<file path="src/rtl/hazard_fwd_unit_if.sv">
// Decode-side bypass interface: decode presents its operands and destination,
// the hazard unit answers with per-operand bypass selects, stall and regfile write port.
interface hazard_fwd_unit_if #(
    parameter int ADDR_SIZE = 5
);
    logic                 D_valid;
    logic [ADDR_SIZE-1:0] D_ra;
    logic [ADDR_SIZE-1:0] D_rb;
    logic                 D_use_ra;
    logic                 D_use_rb;
    logic [ADDR_SIZE-1:0] D_rd;
    logic                 D_we;
    logic                 D_ld;
    logic                 EX_flush;
    logic                 MEM_stall;
    logic [1:0]           EX_D_bp;
    logic [1:0]           MEM_D_bp;
    logic [1:0]           WB_D_bp;
    logic                 D_stall;
    logic                 WB_we;
    logic [ADDR_SIZE-1:0] WB_rd;

    modport master (
        output D_valid, D_ra, D_rb, D_use_ra, D_use_rb, D_rd, D_we, D_ld,
        output EX_flush, MEM_stall,
        input  EX_D_bp, MEM_D_bp, WB_D_bp, D_stall, WB_we, WB_rd
    );

    modport slave (
        input  D_valid, D_ra, D_rb, D_use_ra, D_use_rb, D_rd, D_we, D_ld,
        input  EX_flush, MEM_stall,
        output EX_D_bp, MEM_D_bp, WB_D_bp, D_stall, WB_we, WB_rd
    );
endinterface

</file>
<file path="src/rtl/hazard_fwd_unit.sv">
// Shadow pipeline of EX/MEM/WB destination tags driving decode bypass selects,
// load-use stall detection, the regfile write port and a load-use stall counter.
module hazard_fwd_unit #(
    parameter int ADDR_SIZE = 5,
    parameter int CNT_BITS  = 32
) (
    input  logic                clk,
    input  logic                rst,
    hazard_fwd_unit_if.slave    bus,
    output logic [CNT_BITS-1:0] stall_cnt
);

    typedef struct packed {
        logic                 v;
        logic [ADDR_SIZE-1:0] rd;
        logic                 we;
        logic                 ld;
    } ex_slot_t;

    // The load flag only changes behaviour while the producer sits in EX,
    // so the later slots carry just the tag.
    typedef struct packed {
        logic                 v;
        logic [ADDR_SIZE-1:0] rd;
        logic                 we;
    } tag_slot_t;

    ex_slot_t            ex_q, ex_d;
    tag_slot_t           mem_q, mem_d;
    tag_slot_t           wb_q, wb_d;
    logic [CNT_BITS-1:0] stall_cnt_q, stall_cnt_d;

    logic m_ex_ra, m_ex_rb, m_mem_ra, m_mem_rb, m_wb_ra, m_wb_rb;
    logic d_stall;
    logic [1:0] ex_bp, mem_bp, wb_bp;

    function automatic logic src_hit(
        input logic                 use_s,
        input logic [ADDR_SIZE-1:0] src,
        input logic                 v,
        input logic                 we,
        input logic [ADDR_SIZE-1:0] rd
    );
        return bus.D_valid & use_s & (src != '0) & v & we & (rd == src);
    endfunction

    always_comb begin
        m_ex_ra  = src_hit(bus.D_use_ra, bus.D_ra, ex_q.v,  ex_q.we,  ex_q.rd);
        m_ex_rb  = src_hit(bus.D_use_rb, bus.D_rb, ex_q.v,  ex_q.we,  ex_q.rd);
        m_mem_ra = src_hit(bus.D_use_ra, bus.D_ra, mem_q.v, mem_q.we, mem_q.rd);
        m_mem_rb = src_hit(bus.D_use_rb, bus.D_rb, mem_q.v, mem_q.we, mem_q.rd);
        m_wb_ra  = src_hit(bus.D_use_ra, bus.D_ra, wb_q.v,  wb_q.we,  wb_q.rd);
        m_wb_rb  = src_hit(bus.D_use_rb, bus.D_rb, wb_q.v,  wb_q.we,  wb_q.rd);

        // An EX hit on a load blocks the younger stages too: their value is stale.
        ex_bp  = {m_ex_ra & ~ex_q.ld, m_ex_rb & ~ex_q.ld};
        mem_bp = {m_mem_ra & ~m_ex_ra, m_mem_rb & ~m_ex_rb};
        wb_bp  = {m_wb_ra & ~m_ex_ra & ~m_mem_ra, m_wb_rb & ~m_ex_rb & ~m_mem_rb};

        d_stall = (m_ex_ra | m_ex_rb) & ex_q.ld & ~bus.EX_flush & ~bus.MEM_stall;
    end

    always_comb begin
        ex_d        = ex_q;
        mem_d       = mem_q;
        wb_d        = wb_q;
        stall_cnt_d = stall_cnt_q + CNT_BITS'(d_stall);

        if (!bus.MEM_stall) begin
            mem_d = '{v: ex_q.v, rd: ex_q.rd, we: ex_q.we};
            wb_d  = mem_q;
            if (bus.EX_flush || d_stall) begin
                ex_d = '0;
            end else begin
                ex_d = '{v:  bus.D_valid,
                         rd: bus.D_rd,
                         we: bus.D_we & bus.D_valid,
                         ld: bus.D_ld & bus.D_valid};
            end
        end
    end

    always_ff @(posedge clk) begin
        if (rst) begin
            ex_q        <= '0;
            mem_q       <= '0;
            wb_q        <= '0;
            stall_cnt_q <= '0;
        end else begin
            ex_q        <= ex_d;
            mem_q       <= mem_d;
            wb_q        <= wb_d;
            stall_cnt_q <= stall_cnt_d;
        end
    end

    assign bus.EX_D_bp  = ex_bp;
    assign bus.MEM_D_bp = mem_bp;
    assign bus.WB_D_bp  = wb_bp;
    assign bus.D_stall  = d_stall;
    assign bus.WB_we    = wb_q.v & wb_q.we & (wb_q.rd != '0);
    assign bus.WB_rd    = wb_q.rd;
    assign stall_cnt    = stall_cnt_q;

endmodule

</file>
<file path="src/flat_wrapper.sv">
// flat-port wrapper written by rule: the top's interface ports become plain ports
module hazard_fwd_unit_flat 
#(
    parameter int ADDR_SIZE = 5,
    parameter int CNT_BITS  = 32
)
  (clk, rst, stall_cnt, bus_D_valid, bus_D_ra, bus_D_rb, bus_D_use_ra, bus_D_use_rb, bus_D_rd, bus_D_we, bus_D_ld, bus_EX_flush, bus_MEM_stall, bus_EX_D_bp, bus_MEM_D_bp, bus_WB_D_bp, bus_D_stall, bus_WB_we, bus_WB_rd);
  hazard_fwd_unit_if #(.ADDR_SIZE(ADDR_SIZE)) bus_i ();
  input  logic clk;
  input  logic rst;
  output logic [CNT_BITS-1:0] stall_cnt;
  input wire logic [$bits(bus_i.D_valid)-1:0] bus_D_valid;
  input wire logic [$bits(bus_i.D_ra)-1:0] bus_D_ra;
  input wire logic [$bits(bus_i.D_rb)-1:0] bus_D_rb;
  input wire logic [$bits(bus_i.D_use_ra)-1:0] bus_D_use_ra;
  input wire logic [$bits(bus_i.D_use_rb)-1:0] bus_D_use_rb;
  input wire logic [$bits(bus_i.D_rd)-1:0] bus_D_rd;
  input wire logic [$bits(bus_i.D_we)-1:0] bus_D_we;
  input wire logic [$bits(bus_i.D_ld)-1:0] bus_D_ld;
  input wire logic [$bits(bus_i.EX_flush)-1:0] bus_EX_flush;
  input wire logic [$bits(bus_i.MEM_stall)-1:0] bus_MEM_stall;
  output wire logic [$bits(bus_i.EX_D_bp)-1:0] bus_EX_D_bp;
  output wire logic [$bits(bus_i.MEM_D_bp)-1:0] bus_MEM_D_bp;
  output wire logic [$bits(bus_i.WB_D_bp)-1:0] bus_WB_D_bp;
  output wire logic [$bits(bus_i.D_stall)-1:0] bus_D_stall;
  output wire logic [$bits(bus_i.WB_we)-1:0] bus_WB_we;
  output wire logic [$bits(bus_i.WB_rd)-1:0] bus_WB_rd;
  assign bus_i.D_valid = bus_D_valid;
  assign bus_i.D_ra = bus_D_ra;
  assign bus_i.D_rb = bus_D_rb;
  assign bus_i.D_use_ra = bus_D_use_ra;
  assign bus_i.D_use_rb = bus_D_use_rb;
  assign bus_i.D_rd = bus_D_rd;
  assign bus_i.D_we = bus_D_we;
  assign bus_i.D_ld = bus_D_ld;
  assign bus_i.EX_flush = bus_EX_flush;
  assign bus_i.MEM_stall = bus_MEM_stall;
  assign bus_EX_D_bp = bus_i.EX_D_bp;
  assign bus_MEM_D_bp = bus_i.MEM_D_bp;
  assign bus_WB_D_bp = bus_i.WB_D_bp;
  assign bus_D_stall = bus_i.D_stall;
  assign bus_WB_we = bus_i.WB_we;
  assign bus_WB_rd = bus_i.WB_rd;
  hazard_fwd_unit #(.ADDR_SIZE(ADDR_SIZE), .CNT_BITS(CNT_BITS)) u_core (.clk(clk), .rst(rst), .bus(bus_i), .stall_cnt(stall_cnt));
endmodule
</file>
<file path="config.mk">
export PLATFORM = sky130hd
export DESIGN_NAME = hazard_fwd_unit_flat
export DESIGN_NICKNAME = d
export VERILOG_FILES = /design/src/rtl/hazard_fwd_unit_if.sv /design/src/rtl/hazard_fwd_unit.sv /design/src/flat_wrapper.sv
export SDC_FILE = /design/constraint.sdc
export NUM_CORES = 1
export LEC_CHECK = 0
export ABC_AREA = 1
export CORE_MARGIN = 3
export CORE_UTILIZATION = 52
export CTS_BUF_LIST = sky130_fd_sc_hd__clkbuf_4
export CTS_CLUSTER_SIZE = 12
export DETAILED_ROUTE_END_ITERATION = 10
export GPL_TIMING_DRIVEN = 0
export PLACE_DENSITY = 0.83
export REMOVE_ABC_BUFFERS = 1
export SLEW_MARGIN = 20
export SYNTH_ARGS = -nofsm -noshare
export SYNTH_HDL_FRONTEND = slang
export SYNTH_SLANG_ARGS = --single-unit
</file>
<file path="constraint.sdc">
create_clock -name clk -period 3.1 [get_ports clk]
set_input_delay 0.31 -clock clk [delete_from_list [all_inputs] [get_ports clk]]
set_output_delay 0.31 -clock clk [all_outputs]
set_load 0.01 [all_outputs]
</file>
==> results of run 1 <==
per-layer routing:
metal  global-route usage, %  wire [um]  vias up
met5                       0          0        -
met4                    6.15         59        0
met3                    3.95        475       11
met2                    39.1       3680      112
met1                    30.4       3400     1390
li1                        -          -     1554
final timing paths:
| check | start | to | slack, ns | cells past startpoint |
|---|---|---|---|---|
| max | bus_D_rb[1] | u_core.stall_cnt[24]$_SDFF_PP0_ | 0.26 | 20 |
| min | rst | u_core.stall_cnt[9]$_SDFF_PP0_ | 0.42 | 2 |
| max reg2reg | u_core.ex_q[3]$_SDFFE_PP0N_ | u_core.stall_cnt[24]$_SDFF_PP0_ | 0.32 | 18 |
| min reg2reg | u_core.ex_q[1]$_SDFFE_PP0N_ | u_core.ex_q[1]$_SDFFE_PP0N_ | 0.49 | 2 |
layout make-up:
cell class | count | area share [%]
timing repair buffer | 68 | 18.2
multi-input combinational | 324 | 43.4
clock buffer | 5 | 0.977
inverter | 54 | 5.27
clock inverter | 3 | 1.66
tap | 72 | 2.34
sequential | 54 | 28.2
power groups by stage:
| stage | logic [W] | registers [W] | clock network (W) |
|---|---|---|---|
| final | 0.000140 | 0.000725 | 0.000470 |
| after detailed placement | 0.000140 | 0.000740 | 0 |
| after global routing | 0.000157 | 0.000727 | 0.000495 |
| after CTS | 0.000142 | 0.000725 | 0.000482 |
| after floorplan | 0.0000682 | 0.000738 | 0 |
| after global placement | 0.000138 | 0.000739 | 0 |
cells by family after synthesis:
group / count (synthesis) / share of synthesized area (%)
DFF: 54 / 36.0
AOI/OAI and AO/OA: 63 / 11.0
adders and majority gates: 2 / 0.834
xor gates and xnor gates: 26 / 7.59
buffers and inverters: 68 / 9.14
and+or+nand+nor: 233 / 35.4
critical path, delay by kind of cell:
family,cells,cell delay [ns]
adders and majority gates,2,0.40
and+or+nand+nor,12,1.29
buffers and inverters,5,0.96
AOI/OAI and AO/OA,1,0.16
metrics by stage:
step | setup slack, ns | TNS [ns] | power, W
final | 0.255 | 0 | 0.00133
after global routing | -0.00623 | -0.00623 | 0.00138
after CTS | 0.0105 | 0 | 0.00135
after detailed placement | -0.527 | -5.44 | 0.000880
after global placement | -0.468 | -3.89 | 0.000877
after floorplan | 0.652 | 0 | 0.000806
synth_stat cells, drive strengths merged, types with 2 or more instances:
| cell | instances |
|---|---|
| o21ai | 23 |
| inv | 53 |
| nand3b | 2 |
| nor3 | 17 |
| nor2 | 78 |
| nor4 | 2 |
| nand4 | 11 |
| nand2 | 87 |
| o21bai | 2 |
| xor2 | 14 |
| clkbuf | 7 |
| or2 | 3 |
| xnor2 | 12 |
| buf | 7 |
| o21a | 2 |
| ha | 2 |
| dfxtp | 54 |
| a21oi | 34 |
| nor3b | 3 |
| nand3 | 29 |
registers in the layout (all words and copies together) (netlist names):
register and flops:
u_core.wb_q 2, u_core.bus.WB_rd 5, u_core.stall_cnt 32, u_core.ex_q 8, u_core.mem_q 7
timing repair:
item                                    CTS  global route
setup buffers                             0             0
endpoints found under the setup margin    3            10
gates resized for setup                   1            16
==> insert_results.sql, run 1 <==
INSERT INTO impl_metrics (metric_group, metric, value, unit) VALUES
('yosys', 'synth-seq-cells', '54', ''),
('critical_path', 'worstSetupPathType', 'in -> reg', ''),
('timing', 'crit_path_time_final', '2.84', 'ns'),
('critical_path', 'critical_path.slowest_cell', 'sky130_fd_sc_hd__clkdlybuf4s50_1', ''),
('yosys', 'synth_area_per_cell', '6.72', 'sq um'),
('detailed_routing', 'drtIter0Drc', '206', ''),
('yosys', 'netlist_top_cells_area', 'sky130_fd_sc_hd__dfxtp_1 36%, sky130_fd_sc_hd__nand2_1 11%, sky130_fd_sc_hd__nor2_1 9.1%', ''),
('yosys', 'post-synth-top-area-cell', 'sky130_fd_sc_hd__dfxtp_1', ''),
('timing', 'max_clock_freq', '352', 'MHz'),
('critical_path', 'critical_path_launch_point_type', 'input pin', ''),
('clock_network', 'h-tree-depth', '2', ''),
('critical_path', 'required', '3.38', 'ns'),
('detailed_routing', 'num_vias', '3067', ''),
('detailed_routing', 'drc', '0', ''),
('critical_path', 'max_stage_delay', '0.62', 'ns'),
('place', 'placedCellCount', '572', ''),
('power_and_ir_drop', 'power.clock.fraction', '35.2', '%'),
('power_and_ir_drop', 'combinationalPowerShare', '10.5', '%'),
('place', 'place_hpwl', '5760', 'um'),
('cells_and_area', 'layout.cells.most_common', 'sky130_fd_sc_hd__nand2_1', ''),
('place', 'place_area', '3700', 'sq um'),
('detailed_routing', 'drt-pass1-iter-count', '4', ''),
('cells_and_area', 'seqCellArea', '1080', 'sq um'),
('critical_path', 'cp_common_cell', 'sky130_fd_sc_hd__inv_1', ''),
('cells_and_area', 'final_core_utilization', '69.4', '%'),
('grt', 'number_of_global_route_vias_before_repair', '2721', ''),
('timing', 'tightest_slew', '0.721', 'ns'),
('floorplan', 'floorplan.initialDensity', '54.1', '%'),
('power_and_ir_drop', 'power_report.internal_total', '0.00102', 'W'),
('critical_path', 'cp_data_arrival_time', '3.12', 'ns'),
('timing', 'timing.max_slew.rel_slack', '51.9', '%'),
('timing', 'setup_viol', '0', ''),
('cells_and_area', 'final_layout_size_suffix_gt1_share', '5.31', '%'),
('power_and_ir_drop', 'worst_ir_drop_vdd', '0.258', 'mV'),
('timing', 'final.hold.worst_slack', '0.416', 'ns'),
('yosys', 'yosys.cell_types.count', '32', ''),
('cells_and_area', 'layout.cells.non_filler', '580', ''),
('floorplan', 'coreArea', '5540', 'sq um'),
('cells_and_area', 'final.fill_count', '481', ''),
('critical_path', 'critical_path.cell_chain', 'clkdlybuf4s50_1 > nor2_1 > nand3_1 > nand2_1 > inv_1 > nand3_1 > nand2_1 > nand3_1 > inv_1 > ha_1 > ha_1 > inv_1 > nor2_2 > nand3_2 > nor2_2 > inv_1 > nor2_2 > nand3b_1 > o21ai_0 > nor2_1', ''),
('yosys', 'ys_warn_count', '0', ''),
('power_and_ir_drop', 'power.leakage', '1.55', 'nW'),
('yosys', 'synth-main-ff-cell', 'sky130_fd_sc_hd__dfxtp_1', ''),
('detailed_routing', 'wirelength', '7610', 'um'),
('power_and_ir_drop', 'seqPwrFrac', '54.3', '%'),
('yosys', 'netlist_instances', '446', ''),
('cells_and_area', 'syn_to_final_growth', '28.2', '%'),
('yosys', 'yosysTopAreaCellShare', '36.0', '%'),
('grt', 'grt_usage', '23.1', '%'),
('cells_and_area', 'final_net_count', '533', ''),
('power_and_ir_drop', 'p_switching', '0.000312', 'W'),
('grt', 'grt_remaining_overflow', '0', ''),
('cells_and_area', 'multi_input_area', '1670', 'sq um'),
('grt', 'first_pass_grt_wire_length', '12200', 'um'),
('critical_path', 'endpoint_kind', 'flop', ''),
('flow_run', 'max-cap-violations', '0', ''),
('yosys', 'sequential_share_of_the_synthesized_area', '36.0', '%'),
('outcome', 'status', 'finished clean', ''),
('timing', 'fin_worst_skew', '0.00720', 'ns'),
('detailed_routing', 'average_wire_per_standard_cell', '13.1', 'um'),
('power_and_ir_drop', 'power.density_cell_area', '347', 'nW/um^2'),
('critical_path', 'crit_fanout', '5', ''),
('clock_network', 'worstSkewPairLatency', '0.37', 'ns'),
('floorplan', 'chipWidth', '81.9', 'um'),
('clock_network', 'clock_sink_count', '54', ''),
('grt', 'grt_start_max_net_pins', '31', ''),
('grt', 'antenna_found_initial', '0', ''),
('detailed_routing', 'detail_route.vias_per_cell', '5.29', ''),
('clock_network', 'clk_path_buf_depth', '2', ''),
('yosys', 'synthesis.area', '3000', 'sq um'),
('cells_and_area', 'commonest_cells_after_routing_fill_and_taps_aside', '86 x sky130_fd_sc_hd__nand2_1, 69 x sky130_fd_sc_hd__nor2_1, 58 x sky130_fd_sc_hd__clkdlybuf4s50_1', '');
(Power assumes the default switching activity.)
==> inputs of run 2 (changes only) <==
Clock period 3.1 ns to 2.98 ns, I/O delays scaled along.
==> run 2 against run 1 <==
Against the previous run:
- critical path depth did not move
- via count fell by 0.20%
- register-to-register slack got worse by 0.06 ns
- flip-flop and latch count did not move
- worst setup slack got worse by 0.043 ns
- global-route usage barely moved
- critical path type unchanged
- sequential share of layout area barely moved
- die area did not move
- cell count did not move
- clock skew rose by 0.0011 ns
- combinational power rose by 4%
==> insert_results.sql, run 2 (synthesis gave the netlist of run 1 again) <==
INSERT INTO impl_metrics (metric_group, metric, value, unit) VALUES
('outcome', 'status', 'finished clean', ''),
('cells_and_area', 'seqCellArea', '1090', 'sq um'),
('grt', 'antenna_found_initial', '0', ''),
('critical_path', 'critical_path_launch_point_type', 'input pin', ''),
('power_and_ir_drop', 'power.clock.fraction', '35.2', '%'),
('hold_path', 'min-delay-path-class', 'in -> reg', ''),
('floorplan', 'coreArea', '5540', 'sq um'),
('critical_path', 'crit_fanout', '5', ''),
('clock_network', 'clk_transition_reported_paths', '0.15', 'ns'),
('timing', 'timing.final.hold_violations', '0', ''),
('power_and_ir_drop', 'p_switching', '0.000323', 'W'),
('flow_run', 'max-cap-violations', '0', ''),
('detailed_routing', 'average_wire_per_standard_cell', '13.2', 'um'),
('cells_and_area', 'syn_to_final_growth', '28.6', '%'),
('critical_path', 'worst_r2r_startpoint', 'u_core.ex_q[3]$_SDFFE_PP0N_', ''),
('detailed_routing', 'wirelength', '7630', 'um'),
('cells_and_area', 'commonest_cells_after_routing_fill_and_taps_aside', '86 x sky130_fd_sc_hd__nand2_1, 69 x sky130_fd_sc_hd__nor2_1, 57 x sky130_fd_sc_hd__clkdlybuf4s50_1', ''),
('power_and_ir_drop', 'sw_frac_of_total', '23.3', '%'),
('critical_path', 'cp_data_arrival_time', '3.04', 'ns'),
('cells_and_area', 'layout.cells.most_common', 'sky130_fd_sc_hd__nand2_1', ''),
('floorplan', 'floorplan.initialDensity', '54.1', '%'),
('timing', 'grt_setup_unrepaired', 'no', ''),
('power_and_ir_drop', 'combinationalPowerShare', '10.4', '%'),
('timing', 'timing.max_slew.rel_slack', '52.0', '%'),
('detailed_routing', 'num_vias', '3061', ''),
('place', 'place_hpwl', '5760', 'um'),
('timing', 'tightest_slew', '0.720', 'ns'),
('detailed_routing', 'detail_route.vias_per_cell', '5.28', ''),
('power_and_ir_drop', 'worst_ir_drop_vdd', '0.269', 'mV'),
('power_and_ir_drop', 'power_report.internal_total', '0.00106', 'W'),
('floorplan', 'chipWidth', '81.9', 'um'),
('floorplan', 'rows', '27', ''),
('clock_network', 'clk_path_buf_depth', '2', ''),
('critical_path', 'endpoint_kind', 'flop', ''),
('clock_network', 'h-tree-depth', '2', ''),
('floorplan', 'die-height', '81.9', 'um'),
('critical_path', 'regToRegSetupSlack', '0.26', 'ns'),
('timing', 'crit_path_time_final', '2.77', 'ns'),
('power_and_ir_drop', 'power.leakage', '1.53', 'nW'),
('clock_network', 'clock_tree_from_tritoncts', 'built', ''),
('place', 'port-buffer-count', '68', ''),
('hold_path', 'hold_path.startpoint', 'rst', ''),
('cells_and_area', 'diodes', '0', ''),
('critical_path', 'critPathLaunch', 'bus_D_rb[0]', ''),
('clock_network', 'clock_tree.root_cell', 'sky130_fd_sc_hd__clkbuf_4', ''),
('timing', 'max_clock_freq', '361', 'MHz'),
('timing', 'setup_viol', '0', ''),
('grt', 'grt_usage', '23.2', '%'),
('grt', 'grt_start_max_net_pins', '31', ''),
('timing', 'fin_worst_skew', '0.00833', 'ns'),
('clock_network', 'worstSkewPairLatency', '0.37', 'ns'),
('detailed_routing', 'drc', '0', ''),
('cells_and_area', 'multi_input_area', '1690', 'sq um'),
('detailed_routing', 'post_drt_antenna_nets', '0', ''),
('timing', 'final_worst_path_cycle_share', '92.9', '%'),
('cells_and_area', 'final_net_count', '533', ''),
('timing', 'final.hold.worst_slack', '0.408', 'ns'),
('timing', 'fin_tns_setup', '0', 'ns'),
('power_and_ir_drop', 'power.density_cell_area', '359', 'nW/um^2'),
('power_and_ir_drop', 'seqPwrFrac', '54.4', '%'),
('clock_network', 'clock_sink_count', '54', ''),
('grt', 'grt_remaining_overflow', '0', ''),
('critical_path', 'worstSetupPathType', 'in -> reg', ''),
('critical_path', 'required', '3.26', 'ns'),
('grt', 'first_pass_grt_wire_length', '12200', 'um'),
('detailed_routing', 'drtIter0Drc', '193', ''),
('place', 'place.gp.congestion', '0.910', ''),
('cells_and_area', 'largest_reg_flops', '32', ''),
('timing', 'finalMaxSlewViolations', '0', ''),
('floorplan', 'ports_placed_on_the_boundary', '69', ''),
('cells_and_area', 'final.fill_count', '482', ''),
('clock_network', 'cts-buffers-inserted', '5', ''),
('cells_and_area', 'final_layout_size_suffix_gt1_share', '6.10', '%'),
('floorplan', 'die_area', '6710', 'sq um'),
('detailed_routing', 'drt-pass1-iter-count', '5', ''),
('grt', 'number_of_global_route_vias_before_repair', '2720', ''),
('cells_and_area', 'final_core_utilization', '69.6', '%');
[run 2: changes by cell type in the layout (fill, tap and decap cells not counted)]
cell                              delta
sky130_fd_sc_hd__ha_2                +1
sky130_fd_sc_hd__o21ai_0             -1
sky130_fd_sc_hd__dfxtp_2             +3
sky130_fd_sc_hd__nor2_4              +3
sky130_fd_sc_hd__clkdlybuf4s50_1     -1
sky130_fd_sc_hd__dlymetal6s2s_1      -2
sky130_fd_sc_hd__o21ai_1             +1
sky130_fd_sc_hd__dlygate4sd2_1       +3
sky130_fd_sc_hd__nor2_2              -3
sky130_fd_sc_hd__dfxtp_1             -3
sky130_fd_sc_hd__ha_1                -1
[run 2: worst max-delay path, stage by stage]
cell	delay (ns)
sky130_fd_sc_hd__clkdlybuf4s50_1	0.58
sky130_fd_sc_hd__inv_1	0.10
sky130_fd_sc_hd__nand2_1	0.10
sky130_fd_sc_hd__nand3_1	0.08
sky130_fd_sc_hd__nor2_1	0.10
sky130_fd_sc_hd__nand3_1	0.07
sky130_fd_sc_hd__nand2_1	0.10
sky130_fd_sc_hd__nand3_1	0.12
sky130_fd_sc_hd__inv_1	0.10
sky130_fd_sc_hd__ha_1	0.20
sky130_fd_sc_hd__ha_2	0.20
sky130_fd_sc_hd__inv_1	0.07
sky130_fd_sc_hd__nor2_4	0.13
sky130_fd_sc_hd__nand3_2	0.14
sky130_fd_sc_hd__nor2_4	0.14
sky130_fd_sc_hd__inv_1	0.08
sky130_fd_sc_hd__nor2_2	0.12
sky130_fd_sc_hd__nand3b_1	0.13
sky130_fd_sc_hd__o21ai_1	0.14
sky130_fd_sc_hd__nor2_1	0.05
[run 2: metal layers]
| metal | share of wire [%] | track usage (%) | routed length (um) | vias to the layer above |
|---|---|---|---|---|
| met5 | 0 | 0 | 0 | - |
| met4 | 1.1 | 6.15 | 87 | 0 |
| met3 | 5.9 | 3.95 | 447 | 11 |
| met2 | 48 | 39.2 | 3640 | 107 |
| met1 | 45 | 30.4 | 3460 | 1386 |
| li1 | - | - | - | 1557 |
[run 2: per-stage QoR]
step | power, W | setup slack (ns) | cells | area (sq um)
2_1_floorplan | 0.000838 | 0.532 | 432 | 2930
3_3_place_gp | 0.000912 | -0.576 | 572 | 3700
3_5_place_dp | 0.000916 | -0.635 | 572 | 3700
4_1_cts | 0.00140 | 0.0197 | 580 | 3800
5_1_grt | 0.00143 | 0.0150 | 580 | 3860
6_report | 0.00139 | 0.212 | 580 | 3860
[run 2: timing repair]
action,4_1_cts,5_1_grt
pin swaps,0,0
endpoints found under the hold margin,0,0
hold buffers,0,0
buffers inserted,0,0
endpoints found under the setup margin,8,13
gates resized for setup,5,21
[run 2: path summary, 6_finish.rpt]
check | endpoint | cells after the start
max | u_core.stall_cnt[24]$_SDFF_PP0_ | 20
min | u_core.stall_cnt[12]$_SDFF_PP0_ | 2
max reg2reg | u_core.stall_cnt[24]$_SDFF_PP0_ | 18
min reg2reg | u_core.ex_q[7]$_SDFFE_PP0N_ | 2
[run 2: final cells by class]
type                            instances  share of cell area [%]
Multi-Input combinational cell        324                    43.7
Sequential cell                        54                    28.2
Timing Repair Buffer                   68                    17.9
Inverter                               54                    5.26
Tap cell                               72                    2.34
Clock inverter                          3                    1.65
Clock buffer                            5                   0.973
[run 2: power by group through the flow]
stage          Combinational (W)  Clock [W]  Sequential (W)
6_report                0.000145   0.000488        0.000754
5_1_grt                 0.000162   0.000514        0.000757
4_1_cts                 0.000146   0.000501        0.000754
3_5_place_dp            0.000146          0        0.000769
3_3_place_gp            0.000144          0        0.000768
2_1_floorplan          0.0000709          0        0.000767
==> inputs of run 3 (changes only) <==
Settings changed: CTS_CLUSTER_SIZE 12 to 14.
==> results of run 3 <==
Same layout as run 2: the final DEF is identical, and so are final timing and power.
